==> src/rtl/rvfi_pc_chain_monitor_if.sv <==
// RVFI retirement stream as seen by the PC-chain monitor.
// Valid-only stream: a packet is consumed on every posedge where valid=1; there is no ready/backpressure, and all other fields are don't-care while valid=0.
interface rvfi_pc_chain_monitor_if #(
    parameter int XLEN = 32
);
    logic            valid;
    logic [63:0]     order;
    logic [XLEN-1:0] pc_rdata;
    logic [XLEN-1:0] pc_wdata;
    logic            intr;
    logic            halt;

    modport master (
        output valid,
        output order,
        output pc_rdata,
        output pc_wdata,
        output intr,
        output halt
    );

    modport slave (
        input valid,
        input order,
        input pc_rdata,
        input pc_wdata,
        input intr,
        input halt
    );
endinterface

==> src/rtl/rvfi_pc_chain_monitor.sv <==
// Checks that an RVFI retirement stream is self-consistent (order increments, PC chains),
// plus the reset PC, PC alignment and no retirement after halt. Errors are sticky.
module rvfi_pc_chain_monitor #(
    parameter int              XLEN         = 32,
    parameter int              CNT_W        = 8,
    parameter int              MIN_RETIRE   = 1,
    parameter int              CHK_RESET_PC = 1,
    parameter logic [XLEN-1:0] RESET_PC     = '0,
    parameter int              COMPRESSED   = 0
) (
    input  logic                   clock,
    input  logic                   reset,
    input  logic                   check,
    rvfi_pc_chain_monitor_if.slave rvfi,
    output logic [CNT_W-1:0]       retire_cnt,
    output logic                   err_order,
    output logic                   err_pc,
    output logic                   err_align,
    output logic                   err_halt,
    output logic                   pass,
    output logic [1:0]             state_dbg
);
    localparam logic [1:0] IDLE   = 2'd0;
    localparam logic [1:0] TRACK  = 2'd1;
    localparam logic [1:0] HALTED = 2'd2;
    localparam logic [1:0] FAIL   = 2'd3;

    // With compressed instructions only halfword alignment is required.
    localparam logic [XLEN-1:0] ALIGN_MASK = (COMPRESSED != 0) ? XLEN'(1) : XLEN'(3);
    localparam logic [31:0]     MIN_CNT    = 32'(MIN_RETIRE);

    logic [1:0]      state;
    logic [1:0]      state_nxt;
    logic [XLEN-1:0] last_pc;
    logic [63:0]     last_order;

    logic det_order;
    logic det_pc;
    logic det_align;
    logic det_halt;
    logic det_any;
    logic any_err;
    logic load_shadow;
    logic cnt_inc;
    logic pass_nxt;

    assign state_dbg = state;
    assign any_err   = err_order | err_pc | err_align | err_halt;

    always_comb begin
        det_order = 1'b0;
        det_pc    = 1'b0;
        det_align = 1'b0;
        det_halt  = 1'b0;
        if (rvfi.valid) begin
            det_align = ((rvfi.pc_rdata & ALIGN_MASK) != '0) ||
                        ((rvfi.pc_wdata & ALIGN_MASK) != '0);
            case (state)
                IDLE: begin
                    det_pc = (CHK_RESET_PC != 0) && (rvfi.pc_rdata != RESET_PC);
                end
                TRACK: begin
                    // Order wraps modulo 2^64, so all-ones followed by zero is legal.
                    det_order = (rvfi.order != (last_order + 64'd1));
                    det_pc    = !rvfi.intr && (rvfi.pc_rdata != last_pc);
                end
                HALTED: begin
                    det_halt = 1'b1;
                end
                default: begin
                end
            endcase
        end
        det_any = det_order | det_pc | det_align | det_halt;
    end

    always_comb begin
        state_nxt = state;
        if (rvfi.valid) begin
            case (state)
                IDLE:    state_nxt = rvfi.halt ? HALTED : TRACK;
                TRACK:   state_nxt = rvfi.halt ? HALTED : TRACK;
                HALTED:  state_nxt = FAIL;
                default: state_nxt = FAIL;
            endcase
        end
        // A detected error overrides every other transition.
        if (det_any) begin
            state_nxt = FAIL;
        end
    end

    assign load_shadow = rvfi.valid && ((state == IDLE) || (state == TRACK));
    assign cnt_inc     = rvfi.valid && (state != FAIL) && (retire_cnt != '1);
    assign pass_nxt    = check && (state != FAIL) && !any_err &&
                         (32'(retire_cnt) >= MIN_CNT) && !det_any;

    always_ff @(posedge clock) begin
        if (reset) begin
            state      <= IDLE;
            last_pc    <= '0;
            last_order <= '0;
            retire_cnt <= '0;
            err_order  <= 1'b0;
            err_pc     <= 1'b0;
            err_align  <= 1'b0;
            err_halt   <= 1'b0;
            pass       <= 1'b0;
        end else begin
            state <= state_nxt;
            if (load_shadow) begin
                last_pc    <= rvfi.pc_wdata;
                last_order <= rvfi.order;
            end
            if (cnt_inc) begin
                retire_cnt <= retire_cnt + 1'b1;
            end
            err_order <= err_order | det_order;
            err_pc    <= err_pc    | det_pc;
            err_align <= err_align | det_align;
            err_halt  <= err_halt  | det_halt;
            pass      <= pass_nxt;
        end
    end
endmodule

==> src/flat_wrapper.sv <==
// flat-port wrapper written by rule: the top's interface ports become plain ports
module rvfi_pc_chain_monitor_flat 
#(
    parameter int              XLEN         = 32,
    parameter int              CNT_W        = 8,
    parameter int              MIN_RETIRE   = 1,
    parameter int              CHK_RESET_PC = 1,
    parameter logic [XLEN-1:0] RESET_PC     = '0,
    parameter int              COMPRESSED   = 0
)
  (clock, reset, check, retire_cnt, err_order, err_pc, err_align, err_halt, pass, state_dbg, rvfi_valid, rvfi_order, rvfi_pc_rdata, rvfi_pc_wdata, rvfi_intr, rvfi_halt);
  rvfi_pc_chain_monitor_if #(.XLEN(XLEN)) rvfi_i ();
  input  logic clock;
  input  logic reset;
  input  logic check;
  output logic [CNT_W-1:0] retire_cnt;
  output logic err_order;
  output logic err_pc;
  output logic err_align;
  output logic err_halt;
  output logic pass;
  output logic [1:0] state_dbg;
  input wire logic [$bits(rvfi_i.valid)-1:0] rvfi_valid;
  input wire logic [$bits(rvfi_i.order)-1:0] rvfi_order;
  input wire logic [$bits(rvfi_i.pc_rdata)-1:0] rvfi_pc_rdata;
  input wire logic [$bits(rvfi_i.pc_wdata)-1:0] rvfi_pc_wdata;
  input wire logic [$bits(rvfi_i.intr)-1:0] rvfi_intr;
  input wire logic [$bits(rvfi_i.halt)-1:0] rvfi_halt;
  assign rvfi_i.valid = rvfi_valid;
  assign rvfi_i.order = rvfi_order;
  assign rvfi_i.pc_rdata = rvfi_pc_rdata;
  assign rvfi_i.pc_wdata = rvfi_pc_wdata;
  assign rvfi_i.intr = rvfi_intr;
  assign rvfi_i.halt = rvfi_halt;
  rvfi_pc_chain_monitor #(.XLEN(XLEN), .CNT_W(CNT_W), .MIN_RETIRE(MIN_RETIRE), .CHK_RESET_PC(CHK_RESET_PC), .RESET_PC(RESET_PC), .COMPRESSED(COMPRESSED)) u_core (.clock(clock), .reset(reset), .check(check), .rvfi(rvfi_i), .retire_cnt(retire_cnt), .err_order(err_order), .err_pc(err_pc), .err_align(err_align), .err_halt(err_halt), .pass(pass), .state_dbg(state_dbg));
endmodule
==> config.mk <==
export PLATFORM = sky130hd
export DESIGN_NAME = rvfi_pc_chain_monitor_flat
export DESIGN_NICKNAME = d
export VERILOG_FILES = /design/src/rtl/rvfi_pc_chain_monitor_if.sv /design/src/rtl/rvfi_pc_chain_monitor.sv /design/src/flat_wrapper.sv
export SDC_FILE = /design/constraint.sdc
export NUM_CORES = 1
export LEC_CHECK = 0
export CAP_MARGIN = 20
export CORE_UTILIZATION = 49
export DETAILED_ROUTE_END_ITERATION = 6
export PLACE_DENSITY = 0.78
export SYNTH_ARGS = -nofsm -noshare
export SYNTH_HDL_FRONTEND = slang
export SYNTH_SLANG_ARGS = --single-unit
export TNS_END_PERCENT = 50
==> constraint.sdc <==
create_clock -name clock -period 6.75 [get_ports clock]
set_clock_uncertainty 0.2 [all_clocks]
set_input_delay 1.35 -clock clock [delete_from_list [all_inputs] [get_ports clock]]
set_output_delay 1.35 -clock clock [all_outputs]
set_load 0.1 [all_outputs]
== Word-level counts from Yosys, hierarchy flattened ==
Cells that the tools add are included.

* Register bits after elaboration: 111
* Input bits: 134
* Output and inout bits: 15
* Logic and storage cells: 58

* $add $sub $neg: 2
* Order comparisons: 1
* Equality and inequality tests: 6
* Multiplexer cells: 11
* Bitwise gates (word level): 10
* Reductions and logical operators: 19

{| class="wikitable"
|+ Operators with widths
! operator !! number
|-
| $reduce_bool 32->1 || 3
|-
| $add 64x1->64 const B || 1
|-
| $ne 64x64->1 || 1
|-
| $ne 32x32->1 || 1
|-
| $or 1x1->1 || 10
|-
| $add 8x1->8 const B || 1
|-
| $ge 8x1->1 const B || 1
|-
| $logic_and 1x1->1 || 8
|-
| $mux 2 || 4
|-
| $ne 8x8->1 const B || 1
|-
| $mux 1 || 6
|-
| $logic_not 1->1 || 3
|-
| $eq 2x1->1 const B || 1
|-
| $eq 2x2->1 const B || 1
|-
| $logic_not 2->1 || 1
|-
| $logic_or 1x1->1 || 2
|-
| $ne 2x2->1 const B || 1
|-
| $pmux 1 s2 || 1
|-
| $reduce_bool 2->1 || 1
|-
| $reduce_or 2->1 || 1
|}

== Depth between registers and ports, before layout ==
Gate-level depths: netlist (run 1).

* Depth in word-level cells: 9
* Depth in mapped cells: 11
* Gate-level depth less buffers: 10

== Worst setup path after synthesis (run 1) ==
No wires, ideal clock.

* Kind: input -> register
* Start: in rvfi_order[51]
* End: reg u_core.pass
* Library setup time: 0.060 ns
* Arrival: 3.289 ns
* Required time: 6.490 ns
* Slack: 3.201 ns
* Stages on the path: 8
* Path buffers: 0
* Cell sequence: xnor2_1 nand4_1 or4b_1 a22oi_1 o211ai_1 or4_4 o311ai_4 and3_1

* Word-level cells in the longest chain between the ends: 8

{| class="wikitable"
|+ Ends and longest elaborated chain
! item !! RTL line !! source
|-
| start, declared || flat_wrapper.sv:24 || <nowiki>input wire logic [$bits(rvfi_i.order)-1:0] rvfi_order;</nowiki>
|-
| $ne 64x64->1 || rvfi_pc_chain_monitor.sv:64 || <nowiki>det_order = (rvfi.order != (last_order + 64'd1));</nowiki>
|-
| $mux 1 || rvfi_pc_chain_monitor.sv:58 || <nowiki>case (state)</nowiki>
|-
| $mux 1 || rvfi_pc_chain_monitor.sv:55 || <nowiki>if (rvfi.valid) begin</nowiki>
|-
| $or 1x1->1 (3 in a row) || rvfi_pc_chain_monitor.sv:74 || <nowiki>det_any = det_order | det_pc | det_align | det_halt;</nowiki>
|-
| $logic_not 1->1 || rvfi_pc_chain_monitor.sv:96 || <nowiki>(32'(retire_cnt) >= MIN_CNT) && !det_any;</nowiki>
|-
| $logic_and 1x1->1 || rvfi_pc_chain_monitor.sv:96 ||
|-
| end signal, assigned || rvfi_pc_chain_monitor.sv:122 || <nowiki>pass <= pass_nxt;</nowiki>
|-
| end, declared || rvfi_pc_chain_monitor.sv:20 || <nowiki>output logic pass,</nowiki>
|}

No other way between the ends.
A chain may end at the register's enable or synchronous reset.

== Worst setup path after layout (run 1) ==
* Start: in rvfi_order[11]
* End: reg u_core.pass

The elaborated chain is that of the path after synthesis.

==> out/metrics.cfg, run 1 <==
[floorplanning]
die-area_sq_um=14500
core_area_sq_um=13500
num_rows=42
io-pin-count=149
start_util_pct=51.1
die_h_microns=120
dieWidth_microns=120

[cts]
clk_pin_slew_ps=80
h-tree-depth=3
cts_setup_buffers=0
cts-root-buf=clkbuf_16
clk-insertion-delay-late_ps=360
max-clock-path-buffers=2
post_cts_resized=0
cts.sinks=111
cts_hold_buf=0
cts_tree=done
cts_made_buffers=9

[cells_and_area]
syn_to_final_growth_pct=27.2
antenna-diode-count=0
final_common_cell=nand2_1
layout_common_cells=nand2_1, clkdlybuf4s50_1, dfxtp_1
final_nets=1184
drive_above_1_share_pct=4.10

[detailed_routing]
vias_per_cell=5.75
wire_per_inst_microns=16.6
first_pass_iters=5
drt_first_iter_violations=606
antenna_left=0
route.detailed.drc=0
wl_microns=20300
via_count=7047

[global_route]
grt_antenna_before_repair=0
grt_pass1_wl_microns=32200
grt_pass1_vias=6392
grt_max_degree=112
grtUsageTotal_pct=28.2
grt_overflow=0

[setup_path]
path_buf_inv=1
start_kind=primary input
cp_common_cell=nand4_1
cp_slowest_stage_delay_ps=460
critical_path_arrival_ps=4120
critPathMaxFanout=4
worst-path-stages=9
end_kind=register
worstSetupPathType=primary input to register
crit_chain=clkdlybuf4s50_1, xnor2_1, or3b_2, a211oi_1, nand4_1, nor4_1, nand4_1, o311ai_4, and3_1
crit_family=simple AND/OR/NAND/NOR gates
worstRegToRegCells=9
crit_slowest_cell=or3b_2
worstPathRequired_ps=6850

[synthesis]
yosys.area_share.simple_pct=34.1
syn_inst=926
synth-adder-area-share_pct=0.728
ys_ff_latch=111
synthMuxAreaShare_pct=0.746
synth-async-reset-ratio_pct=0
synth_top_family_by_area=simple AND/OR/NAND/NOR gates
synthFlopType=dfxtp_1
ys_seq_area_share_pct=32.3
syn_avg_cell_area_sq_um=7.43
synth_compound_area_share_pct=13.0
syn-cell-area_sq_um=6880
yosysUniqueCellTypes=58
synth_enable_flop_cells=0
ys_warn_count=0
syn_nets=1064
synth_xor_area_share_pct=15.8

[sta]
timing.final.crit_share_pct=59.5
timing.fmax_ghz=0.249
hold_viol=0
max_slew_margin_pct=30.4
fin_setup_tns_ps=0
setup_viol=0
rsz0062_at_grt=false
fin_crit_ps=4020
drv_slew=0
worst_pin_slew_ps=1040
fin_ws_ps=2730

[pwr]
leakagePower_uw=0.00285
internal_power_uw=1150
netSwitchingFraction_pct=30.2
combPwrFrac_pct=21.3
pwr-share-seq_pct=44.8
ir_worst_vdd_uv=254
p_switching_uw=498
clkPwrFrac_pct=33.8
power.density_nw_per_um2=188

[placement]
gp_congestion=0.904
hpwlAfterDp_microns=14900
dp_worst_setup_slack_ps=2400
io_buffers=148

[min_path]
hold_path_class=register to register
hold_path_depth=2

[job]
cap_violations=0

[status]
status=finished, final reports clean

## power groups by stage
stage	combinational [uW]	clock (uW)	sequential (uW)
final	351	557	739
after global routing	380	594	745
after CTS	349	567	738
after detailed placement	347	0	752
after global placement	345	0	751
after floorplan	177	0	770
## worst register-to-register path, cell delays in order (launching register included)
cell and delay, ps:
dfxtp_1 530, nand4_1 480, nor3_1 360, nand4_1 420, or4_1 630, a22o_1 210
nor4_1 280, nand4_1 210, o311ai_4 350, and3_1 210
## synth_stat cells (3+ instances only)
cell type,instances,area share (%)
a21oi_1,110,8.0
a22oi_1,3,0.33
a31oi_1,7,0.64
and3_1,10,0.91
buf_1,7,0.38
clkbuf_1,32,1.7
dfxtp_1,111,32
ha_1,4,0.73
inv_1,12,0.65
mux2i_1,4,0.58
nand2_1,230,13
nand2b_1,5,0.45
nand3_1,29,2.1
nand3_2,3,0.44
nand4_1,41,3.7
nand4b_1,5,0.64
nor2_1,42,2.3
nor2b_1,7,0.64
nor3_1,18,1.3
nor4_1,36,3.3
o211ai_1,3,0.33
o21ai_0,16,1.2
o22ai_1,5,0.45
o31ai_1,3,0.33
or2_2,4,0.36
or3_1,6,0.55
or4_1,11,1.2
xnor2_1,90,11
xor2_1,34,4.3
## cells by family (layout without fill, tap and decap cells)
| group | after synthesis | count (layout) |
|---|---|---|
| compound gates | 160 | 160 |
| xor+xnor | 124 | 124 |
| fa+ha+maj | 4 | 4 |
| buf+inv | 54 | 178 |
| flops | 111 | 111 |
| mux | 5 | 5 |
| simple gates | 468 | 468 |
## metrics by stage
| step | hold slack, ps | instances | power [uW] | utilization [%] | instance area [sq um] |
|---|---|---|---|---|---|
| floorplan | 248 | 926 | 947 | - | 6880 |
| global placement | 255 | 1210 | 1100 | 62.6 | 8420 |
| detailed placement | 259 | 1210 | 1100 | 62.6 | 8420 |
| CTS | 270 | 1225 | 1650 | 64.8 | 8720 |
| global route | 289 | 1226 | 1720 | 65.0 | 8750 |
| finish | 270 | 1226 | 1650 | 65.0 | 8750 |
## sequential cells by signal, indices dropped and copies added, names as in the netlist
signal / cells
u_core.last_order: 64
u_core.last_pc: 32
u_core.retire_cnt: 8
u_core.state_dbg: 2
u_core.err_align: 1
u_core.err_halt: 1
u_core.err_order: 1
u_core.err_pc: 1
u_core.pass: 1
## routing by layer
layer	wire, microns	global-route usage [%]	up-vias
li1	-	-	3484
met1	8610	35.2	3297
met2	9860	47.6	235
met3	1430	7.45	31
met4	454	8.10	0
met5	0	0	-
## worst paths after layout
path | startpoint | end | slack, ps
setup reg to reg | u_core.last_order[20] | u_core.pass | 2820
setup / recovery | rvfi_order[11] | u_core.pass | 2730
hold reg to reg | u_core.last_pc[5] | u_core.last_pc[5] | 270
hold / removal | u_core.last_pc[5] | u_core.last_pc[5] | 270
## final cells by class
| type | count | area (sq um) |
|---|---|---|
| Clock inverter | 6 | 77.6 |
| Timing Repair Buffer | 151 | 1520 |
| Inverter | 12 | 45.0 |
| Tap cell | 176 | 220 |
| Sequential cell | 111 | 2220 |
| Multi-Input combinational cell | 761 | 4440 |
| Clock buffer | 9 | 225 |
| Fill cell | 1233 | 4700 |
Note: power is estimated with default switching activity, not from simulation.
==> inputs of run 2 (changes only) <==
Clock period 6.75 ns to 4.1 ns, I/O delays scaled along.
==> out/metrics.cfg, run 2 (same netlist as run 1, synthesis figures left out) <==
[detailed_routing]
antenna_left=0  ; unchanged
wire_per_inst_microns=16.7  ; +0.67%
wl_microns=20600  ; +1.4%
first_pass_iters=5  ; unchanged
route.detailed.drc=0  ; unchanged
drt_first_iter_violations=544  ; -10%
via_count=7036  ; -0.16%
vias_per_cell=5.70  ; -0.88%

[pwr]
netSwitchingFraction_pct=30.2  ; -0.048 points
leakagePower_uw=0.00289  ; +1.5%
internal_power_uw=1900  ; +65%
clkPwrFrac_pct=33.7  ; about the same
ir_worst_vdd_uv=228  ; -10%
pwr-share-seq_pct=44.7  ; about the same
p_switching_uw=819  ; +65%
combPwrFrac_pct=21.5  ; +0.2 points
power.density_nw_per_um2=308  ; +64%

[cts]
post_cts_resized=0  ; unchanged
clk_pin_slew_ps=70  ; about the same
cts_tree=done
clk-insertion-delay-late_ps=360  ; about the same
cts_setup_buffers=0  ; unchanged
cts_hold_buf=0  ; unchanged
max-clock-path-buffers=2  ; unchanged
cts_made_buffers=9  ; unchanged
cts.sinks=111  ; unchanged
cts-root-buf=clkbuf_16
h-tree-depth=3  ; unchanged

[setup_path]
startpoint=u_core.last_order[26]
worstSetupPathType=register to register
crit_chain=nand4_2, nor4_1, nand4_2, or4b_1, a22oi_1, o211ai_1, or4_4, o311ai_4, a31oi_1
regToRegStartpoint=u_core.last_order[26]
cp_slowest_stage_delay_ps=560  ; +100 ps
r2r_setup_slack_ps=400  ; -2420 ps
cp_common_cell=nand4_2
end_kind=register
critical_path_arrival_ps=3710  ; -410 ps
worstPathRequired_ps=4110  ; -2740 ps
start_kind=register
worstRegToRegCells=9  ; unchanged
crit_slowest_cell=or4_4
critPathMaxFanout=14  ; +10

[cells_and_area]
final_core_util_pct=65.5  ; +0.44 points
top_register=u_core.last_order
final_nets=1192  ; +0.68%
reg.largest.list=u_core.last_order: 64 flops, u_core.last_pc: 32 flops, u_core.retire_cnt: 8 flops
fillers=1231  ; -0.16%
layout_common_cells=nand2_1, clkdlybuf4s50_1, dfxtp_1
largest_register_ffs=64  ; unchanged
syn_to_final_growth_pct=28.0
drive_above_1_share_pct=4.72  ; +0.63 points
final_area_sq_um=8810  ; +0.67%
final_common_cell=nand2_1
antenna-diode-count=0  ; unchanged

[min_path]
hp-start=u_core.last_pc[4]
hold_path_class=register to register
hold_path_depth=2  ; unchanged

[floorplanning]
die_h_microns=120  ; unchanged
core_area_sq_um=13500  ; unchanged
start_util_pct=51.1  ; unchanged
dieWidth_microns=120  ; unchanged
num_rows=42  ; unchanged
io-pin-count=149  ; unchanged
die-area_sq_um=14500  ; unchanged

[job]
cap_violations=0  ; unchanged

[sta]
setup_viol=0  ; unchanged
timing.fmax_ghz=0.271
fin_ws_ps=404  ; -2330 ps
hold_viol=0  ; unchanged
drv_slew=0  ; unchanged
rsz0062_at_grt=false
fin_setup_tns_ps=0  ; unchanged
worst_pin_slew_ps=998  ; -45.6 ps
fin_crit_ps=3700
timing.final.crit_share_pct=90.2
max_slew_margin_pct=33.2  ; +2.8 points

[placement]
hpwlAfterDp_microns=15500  ; +4.1%
dp_worst_setup_slack_ps=267  ; -2130 ps
io_buffers=148  ; unchanged
dpl-instance-area_sq_um=8510  ; +1.1%
gp_congestion=0.990  ; +9.6%

[global_route]
grt_pass1_vias=6570  ; +2.8%
grt_pass1_wl_microns=32600  ; +1.5%
grt_antenna_before_repair=1  ; +1
grt_overflow=0  ; unchanged
grtUsageTotal_pct=28.7  ; +0.45 points
grt_max_degree=83  ; -26%

[status]
status=finished, final reports clean

## run 2: final timing paths
kind,endpoint
setup / recovery,u_core.state_dbg[1]
hold / removal,u_core.last_pc[4]
setup reg to reg,u_core.state_dbg[1]
hold reg to reg,u_core.last_pc[4]
## run 2: layout make-up
class	instances	area, sq um	share of cell area, %
Sequential cell	111	2220	25.2
Multi-Input combinational cell	761	4440	50.4
Timing Repair Buffer	159	1590	18.0
Tap cell	176	220	2.50
Inverter	12	45.0	0.511
Clock buffer	11	233	2.64
Clock inverter	5	63.8	0.724
## run 2: through the flow
stage | total power, uW | instances | hold slack (ps)
after floorplan | 1560 | 926 | 248
after global placement | 1810 | 1219 | 253
after detailed placement | 1820 | 1219 | 261
after CTS | 2730 | 1235 | 272
after global routing | 2830 | 1235 | 289
final | 2720 | 1235 | 272
## run 2: layer usage
metal	track usage (%)	vias to the layer above	routed length, microns
met5	0	-	12
met4	10.0	2	619
met3	7.50	49	1450
met2	48.6	280	9670
met1	34.9	3206	8880
li1	-	3499	-
## run 2: power groups by stage
stage          Combinational (uW)  Sequential, uW  Clock (uW)
3_5_place_dp                  580            1240           0
2_1_floorplan                 291            1270           0
6_report                      585            1210         916
3_3_place_gp                  577            1240           0
5_1_grt                       630            1220         978
4_1_cts                       584            1210         931
## run 2: critical path, delay by kind of cell (launching register included)
kind | cells | cell delay (ps)
AND/OR/NAND/NOR | 5 | 2110
flip-flops | 1 | 440
AO/OA/AOI/OAI | 4 | 800
==> inputs of run 3 (changes only) <==
Settings changed: CORE_MARGIN set to 4, REMOVE_ABC_BUFFERS set to 1, SKIP_LAST_GASP set to 1.
==> out/metrics.cfg, run 3 (same netlist as run 1, synthesis figures left out) <==
[status]
status=finished, final reports clean

[detailed_routing]
vias_per_cell=5.65  ; -0.85%
first_pass_iters=5  ; unchanged
route.detailed.drc=0  ; unchanged
via_count=7010  ; -0.37%
antenna_left=0  ; unchanged
wire_per_inst_microns=16.8  ; +0.29%
wl_microns=20800  ; +0.78%
drt_first_iter_violations=596  ; +9.6%

[setup_path]
crit_slowest_cell=nor4_1
crit_chain=nand4_2, nor4_1, nand4_2, or4b_1, a22oi_1, o211ai_1, or4_4, o311ai_4, a31oi_1
regToRegStartpoint=u_core.last_order[26]
r2r_setup_slack_ps=430  ; +30 ps
critPathMaxFanout=6  ; -8
r2r-end=u_core.state_dbg[0]
end_kind=register
path_buf_inv=0  ; unchanged
worstPathRequired_ps=4110  ; about the same
worstRegToRegCells=9  ; unchanged
critical_path_arrival_ps=3680  ; -30 ps
crit_family=simple AND/OR/NAND/NOR gates
start_kind=register
cp_slowest_stage_delay_ps=620  ; +60 ps
cp_common_cell=nand4_2
worstSetupPathType=register to register

[cts]
clk_pin_slew_ps=70  ; about the same
h-tree-depth=3  ; unchanged
cts.sinks=111  ; unchanged
cts_made_buffers=9  ; unchanged
cts-root-buf=clkbuf_16
cts_hold_buf=0  ; unchanged
cts_tree=done
max-clock-path-buffers=2  ; unchanged
post_cts_resized=0  ; unchanged
cts_setup_buffers=0  ; unchanged
clk-insertion-delay-late_ps=360  ; about the same

[sta]
max_slew_margin_pct=33.5  ; +0.22 points
setup_viol=0  ; unchanged
timing.final.crit_share_pct=89.5  ; -0.61 points
rsz0062_at_grt=false
fin_ws_ps=429  ; +25.1 ps
worst_pin_slew_ps=995  ; -3.32 ps
hold_viol=0  ; unchanged
fin_crit_ps=3670  ; -25.1 ps
timing.fmax_ghz=0.272  ; +0.68%
fin_setup_tns_ps=0  ; unchanged
whs_ps=268  ; -3.75 ps
drv_slew=0  ; unchanged

[min_path]
hold_path_class=register to register
hold_path_depth=2  ; unchanged
hp-start=u_core.last_pc[25]
hold_end=u_core.last_pc[25]

[floorplanning]
die-area_sq_um=16000  ; +10%
core_area_sq_um=13800  ; +2.8%
start_util_pct=49.8  ; -1.4 points
dieWidth_microns=126  ; +5.0%
io-pin-count=149  ; unchanged
die_h_microns=126  ; +5.0%
num_rows=43  ; +2.4%

[cells_and_area]
syn_to_final_growth_pct=28.0  ; about the same
final_common_cell=nand2_1
fillers=1261  ; +2.4%
seqCellArea_sq_um=2220  ; unchanged
drive_above_1_share_pct=5.09  ; +0.37 points
reg.largest.list=u_core.last_order: 64 flops, u_core.last_pc: 32 flops, u_core.retire_cnt: 8 flops
top_register=u_core.last_order
antenna-diode-count=0  ; unchanged
final_nets=1194  ; +0.17%
multiInputGateArea_sq_um=4440  ; unchanged
layout_common_cells=nand2_1, clkdlybuf4s50_1, dfxtp_1
largest_register_ffs=64  ; unchanged
final_core_util_pct=63.7  ; -1.8 points

[placement]
dp_worst_setup_slack_ps=359  ; +92.1 ps
hpwlAfterDp_microns=15800  ; +2.1%
io_buffers=148  ; unchanged
gp_congestion=1.00  ; +1.3%

[pwr]
ir_worst_vdd_uv=282  ; +23%
leakagePower_uw=0.00288  ; -0.24%
power.density_nw_per_um2=301  ; -2.4%

[global_route]
grtUsageTotal_pct=25.5  ; -3.2 points
grt_overflow=0  ; unchanged
grt_pass1_vias=6481  ; -1.4%
grt_pass1_wl_microns=33400  ; +2.4%
grt_antenna_before_repair=0  ; -1
grt_max_degree=78  ; -6.0%

[job]
cap_violations=0  ; unchanged

run 3: cell types whose count changed in the layout (fill, tap and decap cells not counted), sizes merged:
cell,change
buf,+2
bufinv,-1
clkbuf,-2
clkinv,+3
clkinvlp,+1
inv,-1
run 3: report_power, final:
part           switching, uW  leakage (uW)  internal, uW  total (uW)
combinational            304       0.00184           277         581
sequential              77.7      0.000909          1140        1210
clock                    434      0.000139           420         854
total                    815       0.00288          1830        2650
run 3: through the flow:
stage | std cells | power (uW) | cell area (sq um)
final | 1241 | 2650 | 8800
after CTS | 1241 | 2660 | 8800
after detailed placement | 1225 | 1820 | 8520
after floorplan | 884 | 1540 | 6700
after global placement | 1225 | 1810 | 8520
after global routing | 1241 | 2770 | 8800
run 3: worst max-delay path by stage:
stage | start | end | slack (ps) | depth (start not counted)
3_5_place_dp | rvfi_order[11] | u_core.state_dbg[0] | 360 | 9
2_1_floorplan | u_core.state_dbg[1] | u_core.last_order[0] | 750 | 3
3_3_place_gp | rvfi_order[11] | u_core.state_dbg[1] | 430 | 9
5_1_grt | u_core.last_order[24] | u_core.state_dbg[0] | 260 | 9
6_report | u_core.last_order[26] | u_core.state_dbg[0] | 430 | 9
4_1_cts | u_core.last_order[26] | u_core.state_dbg[0] | 500 | 9
run 3: per-layer routing:
layer  global-route usage (%)  wire length (microns)
met1                     35.5                   9260
met3                     5.14                   1460
met4                     7.57                    434
met2                     39.9                   9640
met5                        0                      0
run 3: final cells by class:
cell class	count	share of cell area [%]
tap	180	2.56
timing repair buffer	161	18.0
clock buffer	9	2.56
inverter	12	0.512
sequential	111	25.2
clock inverter	7	0.682
multi-input combinational	761	50.4
run 3: worst reg2reg max path, delay by kind of cell (launching register included):
kind | cells | cell delay, ps
AO/OA/AOI/OAI | 4 | 820
flip-flops | 1 | 450
AND/OR/NAND/NOR | 5 | 2070
